--- src/rtl/fsm_ctrl_pkg.sv ---
`default_nettype none
// ============================================================================
// Module   : fsm_ctrl_pkg
// Brief    : Shared state encoding, mode codes and index-width helper.
// Revision : 1.0 - initial release
// ============================================================================
package fsm_ctrl_pkg;

    typedef enum logic [1:0] {
        ST_IDLE = 2'd0,
        ST_RUN  = 2'd1,
        ST_DONE = 2'd2
    } ctrl_state_t;

    localparam int MODE_SEQ = 0;
    localparam int MODE_PAR = 1;

    function automatic int clog2_min1(input int n);
        return (n <= 1) ? 1 : $clog2(n);
    endfunction

endpackage
`default_nettype wire

--- src/rtl/fsm_group_ctrl_if.sv ---
`default_nettype none
// ============================================================================
// Module   : fsm_group_ctrl_if
// Brief    : Parent start/done handshake plus per-child go/done vectors.
// Revision : 1.0 - initial release
// ============================================================================
interface fsm_group_ctrl_if #(
    parameter int N_CHILD = 3
);
    localparam int IDX_W = fsm_ctrl_pkg::clog2_min1(N_CHILD);

    logic               valid;
    logic               ready;
    logic               busy;
    logic [IDX_W-1:0]   active_idx;
    logic [N_CHILD-1:0] child_valid;
    logic [N_CHILD-1:0] child_ready;

    modport master (
        output valid, child_ready,
        input  ready, busy, active_idx, child_valid
    );

    modport slave (
        input  valid, child_ready,
        output ready, busy, active_idx, child_valid
    );
endinterface
`default_nettype wire

--- src/rtl/fsm_group_ctrl.sv ---
`default_nettype none
// ============================================================================
// Module   : fsm_group_ctrl
// Brief    : Runs N child controllers sequentially or in parallel, self-rearming.
// Revision : 1.0 - initial release
// ============================================================================
module fsm_group_ctrl
    import fsm_ctrl_pkg::*;
#(
    parameter int N_CHILD = 3,
    parameter int MODE    = 0
) (
    input  wire logic          clk,
    input  wire logic          reset,
    fsm_group_ctrl_if.slave    bus
);

    localparam int IDX_W = clog2_min1(N_CHILD);

    if (N_CHILD < 1 || N_CHILD > 64 || MODE < 0 || MODE > 1) begin : g_param_check
        $error("fsm_group_ctrl: illegal N_CHILD or MODE");
    end

    ctrl_state_t        r_state;
    logic [IDX_W-1:0]   r_idx;
    logic [N_CHILD-1:0] r_mask;
    logic [N_CHILD-1:0] r_child_valid;
    logic               r_ready;
    logic               r_busy;

    logic [N_CHILD-1:0] w_mask_next;
    logic [N_CHILD-1:0] w_cv_next;
    logic [IDX_W-1:0]   w_idx_next;
    logic               w_finish;

    // Only handshakes on children currently being driven count as done.
    assign w_mask_next = r_mask | (bus.child_ready & r_child_valid);

    if (MODE == MODE_SEQ) begin : g_seq
        logic w_hit;
        logic w_last;
        assign w_hit      = |(bus.child_ready & r_child_valid);
        assign w_last     = (r_idx == IDX_W'(N_CHILD - 1));
        assign w_finish   = w_hit & w_last;
        assign w_idx_next = w_hit ? (r_idx + IDX_W'(1)) : r_idx;
        assign w_cv_next  = N_CHILD'(1) << w_idx_next;
    end else begin : g_par
        assign w_finish   = &w_mask_next;
        assign w_idx_next = r_idx;
        assign w_cv_next  = ~w_mask_next;
    end

    // Outputs are registered alongside the state so they always match it.
    always_ff @(posedge clk) begin
        if (reset) begin
            r_state       <= ST_IDLE;
            r_idx         <= '0;
            r_mask        <= '0;
            r_child_valid <= '0;
            r_ready       <= 1'b0;
            r_busy        <= 1'b0;
        end else begin
            case (r_state)
                ST_IDLE: begin
                    if (bus.valid) begin
                        r_state       <= ST_RUN;
                        r_idx         <= '0;
                        r_mask        <= '0;
                        r_child_valid <= (MODE == MODE_PAR) ? {N_CHILD{1'b1}} : N_CHILD'(1);
                        r_busy        <= 1'b1;
                    end
                end
                ST_RUN: begin
                    r_mask <= w_mask_next;
                    r_idx  <= w_idx_next;
                    if (w_finish) begin
                        r_state       <= ST_DONE;
                        r_idx         <= r_idx;
                        r_child_valid <= '0;
                        r_ready       <= 1'b1;
                    end else begin
                        r_child_valid <= w_cv_next;
                    end
                end
                ST_DONE: begin
                    r_state       <= ST_IDLE;
                    r_idx         <= '0;
                    r_mask        <= '0;
                    r_child_valid <= '0;
                    r_ready       <= 1'b0;
                    r_busy        <= 1'b0;
                end
                default: begin
                    r_state       <= ST_IDLE;
                    r_idx         <= '0;
                    r_mask        <= '0;
                    r_child_valid <= '0;
                    r_ready       <= 1'b0;
                    r_busy        <= 1'b0;
                end
            endcase
        end
    end

    assign bus.child_valid = r_child_valid;
    assign bus.ready       = r_ready;
    assign bus.busy        = r_busy;
    assign bus.active_idx  = (MODE == MODE_SEQ) ? r_idx : '0;

endmodule
`default_nettype wire

--- src/flat_wrapper.sv ---
// flat-port wrapper written by rule: the top's interface ports become plain ports
module fsm_group_ctrl_flat import fsm_ctrl_pkg::*;
#(
    parameter int N_CHILD = 3,
    parameter int MODE    = 0
)
  (clk, reset, bus_valid, bus_child_ready, bus_ready, bus_busy, bus_active_idx, bus_child_valid);
  fsm_group_ctrl_if #(.N_CHILD(N_CHILD)) bus_i ();
  input  wire logic clk;
  input  wire logic reset;
  input wire logic [$bits(bus_i.valid)-1:0] bus_valid;
  input wire logic [$bits(bus_i.child_ready)-1:0] bus_child_ready;
  output wire logic [$bits(bus_i.ready)-1:0] bus_ready;
  output wire logic [$bits(bus_i.busy)-1:0] bus_busy;
  output wire logic [$bits(bus_i.active_idx)-1:0] bus_active_idx;
  output wire logic [$bits(bus_i.child_valid)-1:0] bus_child_valid;
  assign bus_i.valid = bus_valid;
  assign bus_i.child_ready = bus_child_ready;
  assign bus_ready = bus_i.ready;
  assign bus_busy = bus_i.busy;
  assign bus_active_idx = bus_i.active_idx;
  assign bus_child_valid = bus_i.child_valid;
  fsm_group_ctrl #(.N_CHILD(N_CHILD), .MODE(MODE)) u_core (.clk(clk), .reset(reset), .bus(bus_i));
endmodule
--- config.mk ---
export PLATFORM = sky130hd
export DESIGN_NAME = fsm_group_ctrl_flat
export DESIGN_NICKNAME = d
export VERILOG_FILES = /design/src/rtl/fsm_ctrl_pkg.sv /design/src/rtl/fsm_group_ctrl_if.sv /design/src/rtl/fsm_group_ctrl.sv /design/src/flat_wrapper.sv
export SDC_FILE = /design/constraint.sdc
export NUM_CORES = 1
export LEC_CHECK = 0
export BUFFER_PORTS_ARGS = -buffer_cell sky130_fd_sc_hd__buf_2
export CAP_MARGIN = 20
export CORE_AREA = 4 4 41 43
export DETAILED_ROUTE_END_ITERATION = 8
export DIE_AREA = 0 0 45 47
export GPL_ROUTABILITY_DRIVEN = 0
export GPL_TIMING_DRIVEN = 0
export HOLD_SLACK_MARGIN = 0.02
export PLACE_DENSITY = 0.61
export SYNTH_ARGS = -nofsm -noshare
export SYNTH_HDL_FRONTEND = slang
export SYNTH_SLANG_ARGS = --single-unit
--- constraint.sdc ---
create_clock -name clk -period 1.4 [get_ports clk]
set_input_delay 0.14 -clock clk [delete_from_list [all_inputs] [get_ports clk]]
set_output_delay 0.14 -clock clk [all_outputs]
set_load 0.02 [all_outputs]
Yosys cells after proc, flatten, opt, wreduce, memory -nomap -nowiden --
Index checks and enable logic that the tools add are counted.
Storage, ports and cells: flip-flop bits (word level) 9, word-level logic and storage cells 36, output and inout bits 7, input port bits 6
Operators by class: equality and inequality tests 5, muxes and demuxes 14, bitwise gates (word level) 4, $add $sub $neg 1, shifts and indexed selects 1, reductions and logical operators 6
Operators by type and width (count):
- 2-to-1 mux 2 bit | 5
- one-hot mux 2 bit (2 select lines) | 2
- AND reduction 2 bit | 4
- 2-to-1 mux 3 bit | 2
- one-hot mux 3 bit (2 select lines) | 1
- != test 2 bit, second input constant | 2
- one-hot mux 1 bit (2 select lines) | 2
- AND 3 bit | 1
- OR reduction 3 bit | 1
- left shift 1 x 2 -> 3 bit, first input constant | 1
- adder 2 x 1 -> 2 bit, second input constant | 1
- equality test 2 x 1 -> 1 bit, second input constant | 1
- equality test 2 bit, second input constant | 1
- zero test 2 bit | 1
- 2-to-1 mux 1 bit | 2
- != test 2 x 1 -> 1 bit, second input constant | 1
- inverter 1 bit | 2
- AND 1 bit | 1

Longest topological paths before layout --
Gate-level depths: netlist of the first run.
depth after elaboration 6, depth in mapped cells 5, gate-level depth less buffers 5

Worst setup path after synthesis of the first run --
OpenSTA, ideal clock, no wires.
path type register to register, start register u_core.r_idx[0] (netlist: u_core.bus.active_idx[0]), end register u_core.r_child_valid[2] (netlist: u_core.bus.child_valid[2]), required time 1.326 ns, library setup time 0.074 ns, slack -0.250 ns, buffers on the path 0, period minus slack after synthesis 1.650 ns, arrival 1.576 ns, stages on the path, launching flop included 5, cell sequence dfxtp_1 -> inv_1 -> ha_1 -> or4_1 -> a31oi_1
Between the ends: word-level cells in the longest chain between the ends 5, elaborated cells between the ends (all ways) 7, classes of those cells add/sub (1); eq/ne (1); shift (1); mux (3); bitwise (1)
Ends and longest elaborated chain:
- start: declaration | line fsm_group_ctrl.sv:25 | logic [IDX_W-1:0] r_idx;
- start signal: assignment | line fsm_group_ctrl.sv:75 | r_idx <= w_idx_next;
- start signal: assignment | line fsm_group_ctrl.sv:78 | r_idx <= r_idx;
- adder 2 x 1 -> 2 bit | line fsm_group_ctrl.sv:45 | assign w_idx_next = w_hit ? (r_idx + IDX_W'(1)) : r_idx;
- 2-to-1 mux 2 bit | line fsm_group_ctrl.sv:45
- left shift 1 x 2 -> 3 bit | line fsm_group_ctrl.sv:46 | assign w_cv_next = N_CHILD'(1) << w_idx_next;
- 2-to-1 mux 3 bit (*) | line fsm_group_ctrl.sv:76 | if (w_finish) begin
- one-hot mux 3 bit (2 select lines) (*) | line fsm_group_ctrl.sv:63 | case (r_state)
- end signal: assignment | line fsm_group_ctrl.sv:69 | r_child_valid <= (MODE == MODE_PAR) ? {N_CHILD{1'b1}} : N_CHILD'(1);
- end signal: assignment | line fsm_group_ctrl.sv:82 | r_child_valid <= w_cv_next;
- end: declaration | line fsm_group_ctrl.sv:27 | logic [N_CHILD-1:0] r_child_valid;
Mark *: on every way between the ends. The rest lies on a longest branch, timed or not. A chain may end at the register's enable or synchronous reset.

Worst setup path in the final report of the first run --
start register u_core.r_child_valid[1] (netlist: u_core.bus.child_valid[1]), end register u_core.r_child_valid[2] (netlist: u_core.bus.child_valid[2])
Between the ends: word-level cells in the longest chain between the ends 6, elaborated cells between the ends (all ways) 7, classes of those cells shift (1); mux (3); bitwise (2); reduce/logical (1)
Ends and longest elaborated chain:
- AND 3 bit (*) | line fsm_group_ctrl.sv:42 | assign w_hit = |(bus.child_ready & r_child_valid);
- OR reduction 3 bit (*) | line fsm_group_ctrl.sv:42
- 2-to-1 mux 2 bit | line fsm_group_ctrl.sv:45
- left shift 1 x 2 -> 3 bit | line fsm_group_ctrl.sv:46
- 2-to-1 mux 3 bit (*) | line fsm_group_ctrl.sv:76
- one-hot mux 3 bit (2 select lines) (*) | line fsm_group_ctrl.sv:63
Marked as above.

==> results of run 1 <==
-- cells by family after synthesis --
logic type                 count (synthesis)
adders and majority gates                  1
buffers and inverters                      5
and+or+nand+nor                           18
AOI/OAI and AO/OA                         11
muxes                                      1
DFF                                        9
-- worst max-delay path by stage --
stage                                         start                   endpoint  slack (ps)  cells after the start
after global routing      u_core.bus.child_valid[1]  u_core.bus.child_valid[2]         -20                      5
final                     u_core.bus.child_valid[1]  u_core.bus.child_valid[2]          10                      5
after global placement     u_core.bus.active_idx[0]  u_core.bus.child_valid[2]          20                      4
after detailed placement   u_core.bus.active_idx[0]  u_core.bus.child_valid[2]           7                      4
after CTS                 u_core.bus.child_valid[1]  u_core.bus.child_valid[1]          20                      4
after floorplan           u_core.bus.child_valid[0]  u_core.bus.child_valid[2]           1                      4
-- through the flow --
stage / TNS [ps] / std cells
detailed placement: 0 / 72
floorplan: 0 / 45
CTS: 0 / 77
global route: -22.4 / 79
global placement: 0 / 72
finish: 0 / 79
-- metal layers --
| layer | vias up | track usage | wire, µm |
|---|---|---|---|
| met5 | - | 0 | 0 |
| met4 | 0 | 0.105 | 29 |
| met3 | 4 | 0.0268 | 81 |
| met2 | 13 | 0.172 | 430 |
| met1 | 189 | 0.149 | 454 |
| li1 | 209 | - | - |
-- power groups by stage --
stage	Combinational, W	Clock (W)	Sequential [W]
6_report	0.0000929	0.000205	0.000270
5_1_grt	0.000103	0.000226	0.000272
4_1_cts	0.0000837	0.000211	0.000270
3_5_place_dp	0.0000805	0	0.000277
3_3_place_gp	0.0000795	0	0.000277
2_1_floorplan	0.0000460	0	0.000286
-- cells in the mapped netlist (all sizes together) --
master,count
a21oi,2
or2,1
a31oi,2
buf,1
dfxtp,9
and3b,1
mux2i,1
nand2,4
ha,1
nor2,4
clkbuf,2
nor4bb,1
nand4,1
o2111ai,2
o21a,1
or4b,1
a222oi,1
or4,1
o41ai,2
o31ai,1
inv,2
nand2b,2
nor3,2
-- area by class of cell --
type / count / area share
Timing Repair Buffer: 15 / 0.149
Inverter: 2 / 0.0130
Tap cell: 15 / 0.0324
Buffer: 3 / 0.0346
Clock inverter: 1 / 0.00864
Clock buffer: 3 / 0.0389
Multi-Input combinational cell: 31 / 0.397
Sequential cell: 9 / 0.326
-- flip-flops by register name, summed over array words and instances (netlist names) --
register                cells
u_core.bus.child_valid      3
u_core.bus.active_idx       2
u_core.r_state              2
u_core.bus.busy             1
u_core.bus.ready            1
-- timing repair --
item,4_1_cts,5_1_grt
buffers inserted,1,1
gates resized for setup,0,4
cloned,0,1
endpoints found under the setup margin,1,5
pin swaps,0,1
-- critical path, stage by stage (launching register included) --
cell	delay, ps
dfxtp_2	340
a222oi_1	90
buf_4	160
buf_6	120
or4_4	460
a31oi_1	140
==> metrics.yaml, run 1 <==
status: "complete, no violations"
synth_nets: 52
critPathCaptureType: "register"
reg2reg_setup_slack_ps: 10
grt_pass1_wl_um: 1750
routed_via_density: 5.25
r2r-end: "u_core.bus.child_valid[2]"
min_from: "bus_valid"
vias: 415
critPathKind: "register to register"
switchingPower_w: 0.000156
start_util: 0.318
holdWs_ps: 183
power_leakage_nw: 0.256
p_total_w: 0.000569
setup_viol: 0
worst_slack_ps: 13.5
holdPathEnd: "u_core.bus.child_valid[1]"
clk_pin_slew_ps: 60
cp_max_fo: 5
max-slew-margin-rel: 0.780
final_cell_area_um2: 579
grt_max_degree: 11
cts.path.max_buffers: 2
final_common_cell: "buf_2"
cts.htree.levels: 1
synth_top_area_frac: 0.435
internal_power_w: 0.000412
r2r_cells: 5
seq_area_um2: 189
crit_arrival_ps: 1570
drt_iter0_drc: 6
avgRoutedWirePerCell_um: 12.6
tightest_slew_ps: 330
cts_tree: "done"
track_usage: 0.120
area_growth_syn_to_layout_pct: 39.9
drc_errors: 0
p_comb_frac: 0.163
postRouteAntennaNets: 0
clkPwrFrac: 0.361
antenna_found_initial: 0
clock_latency_ps: 270
rsz0062_at_grt: "yes"
synth_area_leaders: "dfxtp_1, o2111ai_1, o41ai_1"
die_w_um: 45
core_area_um2: 1300
final_nets: 72
pin_count: 13
final_core_util: 0.445
firstDrtPassIters: 4
post-route-min-period_ps: 1390
syn_avg_cell_area_um2: 9.20
synth-xor-area-share: 0
dp_hpwl_um: 721
yosysUniqueCellTypes: 24
worstHoldPathCells: 4
die_h_um: 47
ys_ff_latch: 9
drv_cap: 0
skew_ps: 3.00
r2r_start: "u_core.bus.child_valid[1]"
grt_pass1_vias: 404
grt_overflow: 0
drive_above_1_share: 0.484
ys_seq_area_frac: 0.435
cts_buffers: 3
seqPwrFrac: 0.475
powerDensity_nw_per_um2: 981
irDropWorstVdd_mv: 0.529
fin_crit_sh: 0.990
synth_compound_area_frac: 0.199
critPathRequiredTime_ps: 1590
clock.fmax_mhz: 721
multi_input_area_um2: 230
clock-sinks: 9
root_buffer: "clkbuf_4"
synthMuxAreaShare: 0.0242
nFillCells: 131
worstSetupStartpointType: "register"
dieArea_um2: 2120
pre_cts_slack_ps: 7.17
synth_cells: 45
antenna_cells: 0
rows: 13
final_cell_mix: "buf_2, nor2_1, nand2_1, dfxtp_2, dfxtp_1"
wl_um: 997
synth_area_um2: 414
yosys_warnings: 0
synth_top_family_by_area: "simple AND/OR/NAND/NOR gates"
synth_area_leader_cell: "dfxtp_1"
yosys.area_share.adder: 0.0302
postCtsHoldBufs: 0
synth-simple-area-share: 0.245
portBuffers: 12
place_area_um2: 520
min_path_type: "input port to register"
p_sw_frac: 0.275
drv_slew: 0
hold_violations: 0
Power figures use the tool's default switching activity.
==> run 2, diff against run 1 <==
--- a/config.mk
+++ b/config.mk
@@ -13,7 +13,7 @@
 export GPL_ROUTABILITY_DRIVEN = 0
 export GPL_TIMING_DRIVEN = 0
 export HOLD_SLACK_MARGIN = 0.02
-export PLACE_DENSITY = 0.61
+export PLACE_DENSITY = 0.52
 export SYNTH_ARGS = -nofsm -noshare
 export SYNTH_HDL_FRONTEND = slang
 export SYNTH_SLANG_ARGS = --single-unit
==> run 2 against run 1 <==
  * The run now ends with setup timing left
  * Core utilization is 0.77 points lower
  * Die area is the same
  * Count of clock-buffer cells in the layout grew 1
  * Register-to-register slack got worse by 40 ps
  * Total power fell by 0.60%
  * Sequential share of layout area increased by 0.35 points
  * First-iteration DRC count fell by 67%
  * Wire length is 1.1% lower
  * Global-route usage down 1.3 points
  * Final area decreased by 1.7%
  * Largest cell class unchanged
  * Largest power group unchanged
==> metrics.yaml, run 2 (synthesis results as in run 1) <==
status: "finished with violations"
violations: "setup timing"
dieArea_um2: 2120
fin_crit_sh: 1.02
dp_hpwl_um: 693
worstSetupStartpointType: "register"
core_area_um2: 1300
area_growth_syn_to_layout_pct: 37.5
grt_pass1_wl_um: 1550
tightest_slew_ps: 429
crit_arrival_ps: 1570
drt_iter0_drc: 2
avgRoutedWirePerCell_um: 12.5
final_cell_mix: "buf_2, dfxtp_1, nor2_1, nand2_1"
critPathRequiredTime_ps: 1540
rows: 13
final_nets: 72
hold_violations: 0
cp_max_fo: 8
critPathKind: "register to register"
p_comb_frac: 0.158
power_leakage_nw: 0.250
powerDensity_nw_per_um2: 993
multi_input_area_um2: 226
die_h_um: 47
pin_count: 13
post-route-min-period_ps: 1420
clock_latency_ps: 260
cts.htree.levels: 1
clkPwrFrac: 0.365
grt_overflow: 0
postRouteAntennaNets: 0
antenna_cells: 0
drive_above_1_share: 0.438
wl_um: 986
drv_cap: 0
internal_power_w: 0.000414
firstDrtPassIters: 4
seqPwrFrac: 0.477
skew_ps: 2.72
pre_cts_slack_ps: 13.6
vias: 405
clock.fmax_mhz: 702
critPathCaptureType: "register"
die_w_um: 45
cts_tree: "done"
seq_area_um2: 188
p_sw_frac: 0.267
clock-sinks: 9
antenna_found_initial: 0
nFillCells: 140
routed_via_density: 5.13
final_core_util: 0.438
cts_buffers: 3
cts.path.max_buffers: 2
p_total_w: 0.000565
irDropWorstVdd_mv: 0.741
min_path_type: "input port to register"
max-slew-margin-rel: 0.714
setup_viol: 1
switchingPower_w: 0.000151
portBuffers: 12
drc_errors: 0
worst_slack_ps: -24.6
start_util: 0.318
grt_pass1_vias: 333
root_buffer: "clkbuf_4"
track_usage: 0.107
rsz0062_at_grt: "yes"
final_common_cell: "buf_2"
grt_max_degree: 11
clk_pin_slew_ps: 60
largest_register_ffs: 3
drv_slew: 0
run 2: path summary, 6_finish.rpt:
path                              from                       end  slack, ps  cells past startpoint
min                              reset          u_core.bus.ready        180                      3
min reg2reg            u_core.bus.busy           u_core.bus.busy        440                      2
max reg2reg  u_core.bus.child_valid[1]  u_core.bus.active_idx[1]        -20                      5
max          u_core.bus.child_valid[1]  u_core.bus.active_idx[1]        -20                      5
run 2: final cells by class:
type	count	area share
tap	15	0.0330
inverter	2	0.0132
timing repair buffer	15	0.145
buffer	3	0.0352
multi-input combinational	31	0.398
clock buffer	4	0.0462
sequential	9	0.330
run 2: critical path: stages (launching register included):
cell and delay [ps]:
dfxtp_2 330, a222oi_1 450, buf_6 190, buf_4 110, o2111ai_1 120, o41ai_1 100
run 2: layer usage:
layer  routed length, µm  track usage  up-vias
li1                    -            -      209
met1                 468        0.132      177
met2                 400        0.147       17
met3                 111       0.0728        2
met4                   5       0.0351        0
met5                   0            0        -
run 2: power by group through the flow:
stage	combinational, W	sequential [W]	clock [W]
2_1_floorplan	0.0000460	0.000286	0
3_3_place_gp	0.0000799	0.000277	0
3_5_place_dp	0.0000794	0.000277	0
4_1_cts	0.0000826	0.000270	0.000217
5_1_grt	0.0000998	0.000271	0.000235
6_report	0.0000893	0.000270	0.000206
run 2: timing repair:
action,in CTS,in global routing
resized for setup,0,0
hold buffers,0,0
setup endpoints to repair,1,2
pin swaps,0,3
buffers inserted,1,2
run 2: metrics by stage:
stage / cells / TNS, ps / hold slack, ps / area, µm²
final: 79 / -24.6 / 184 / 569
after global routing: 79 / -256 / 194 / 569
after CTS: 77 / 0 / 175 / 554
after detailed placement: 72 / 0 / 439 / 520
after global placement: 72 / 0 / 432 / 520
after floorplan: 45 / 0 / 324 / 442
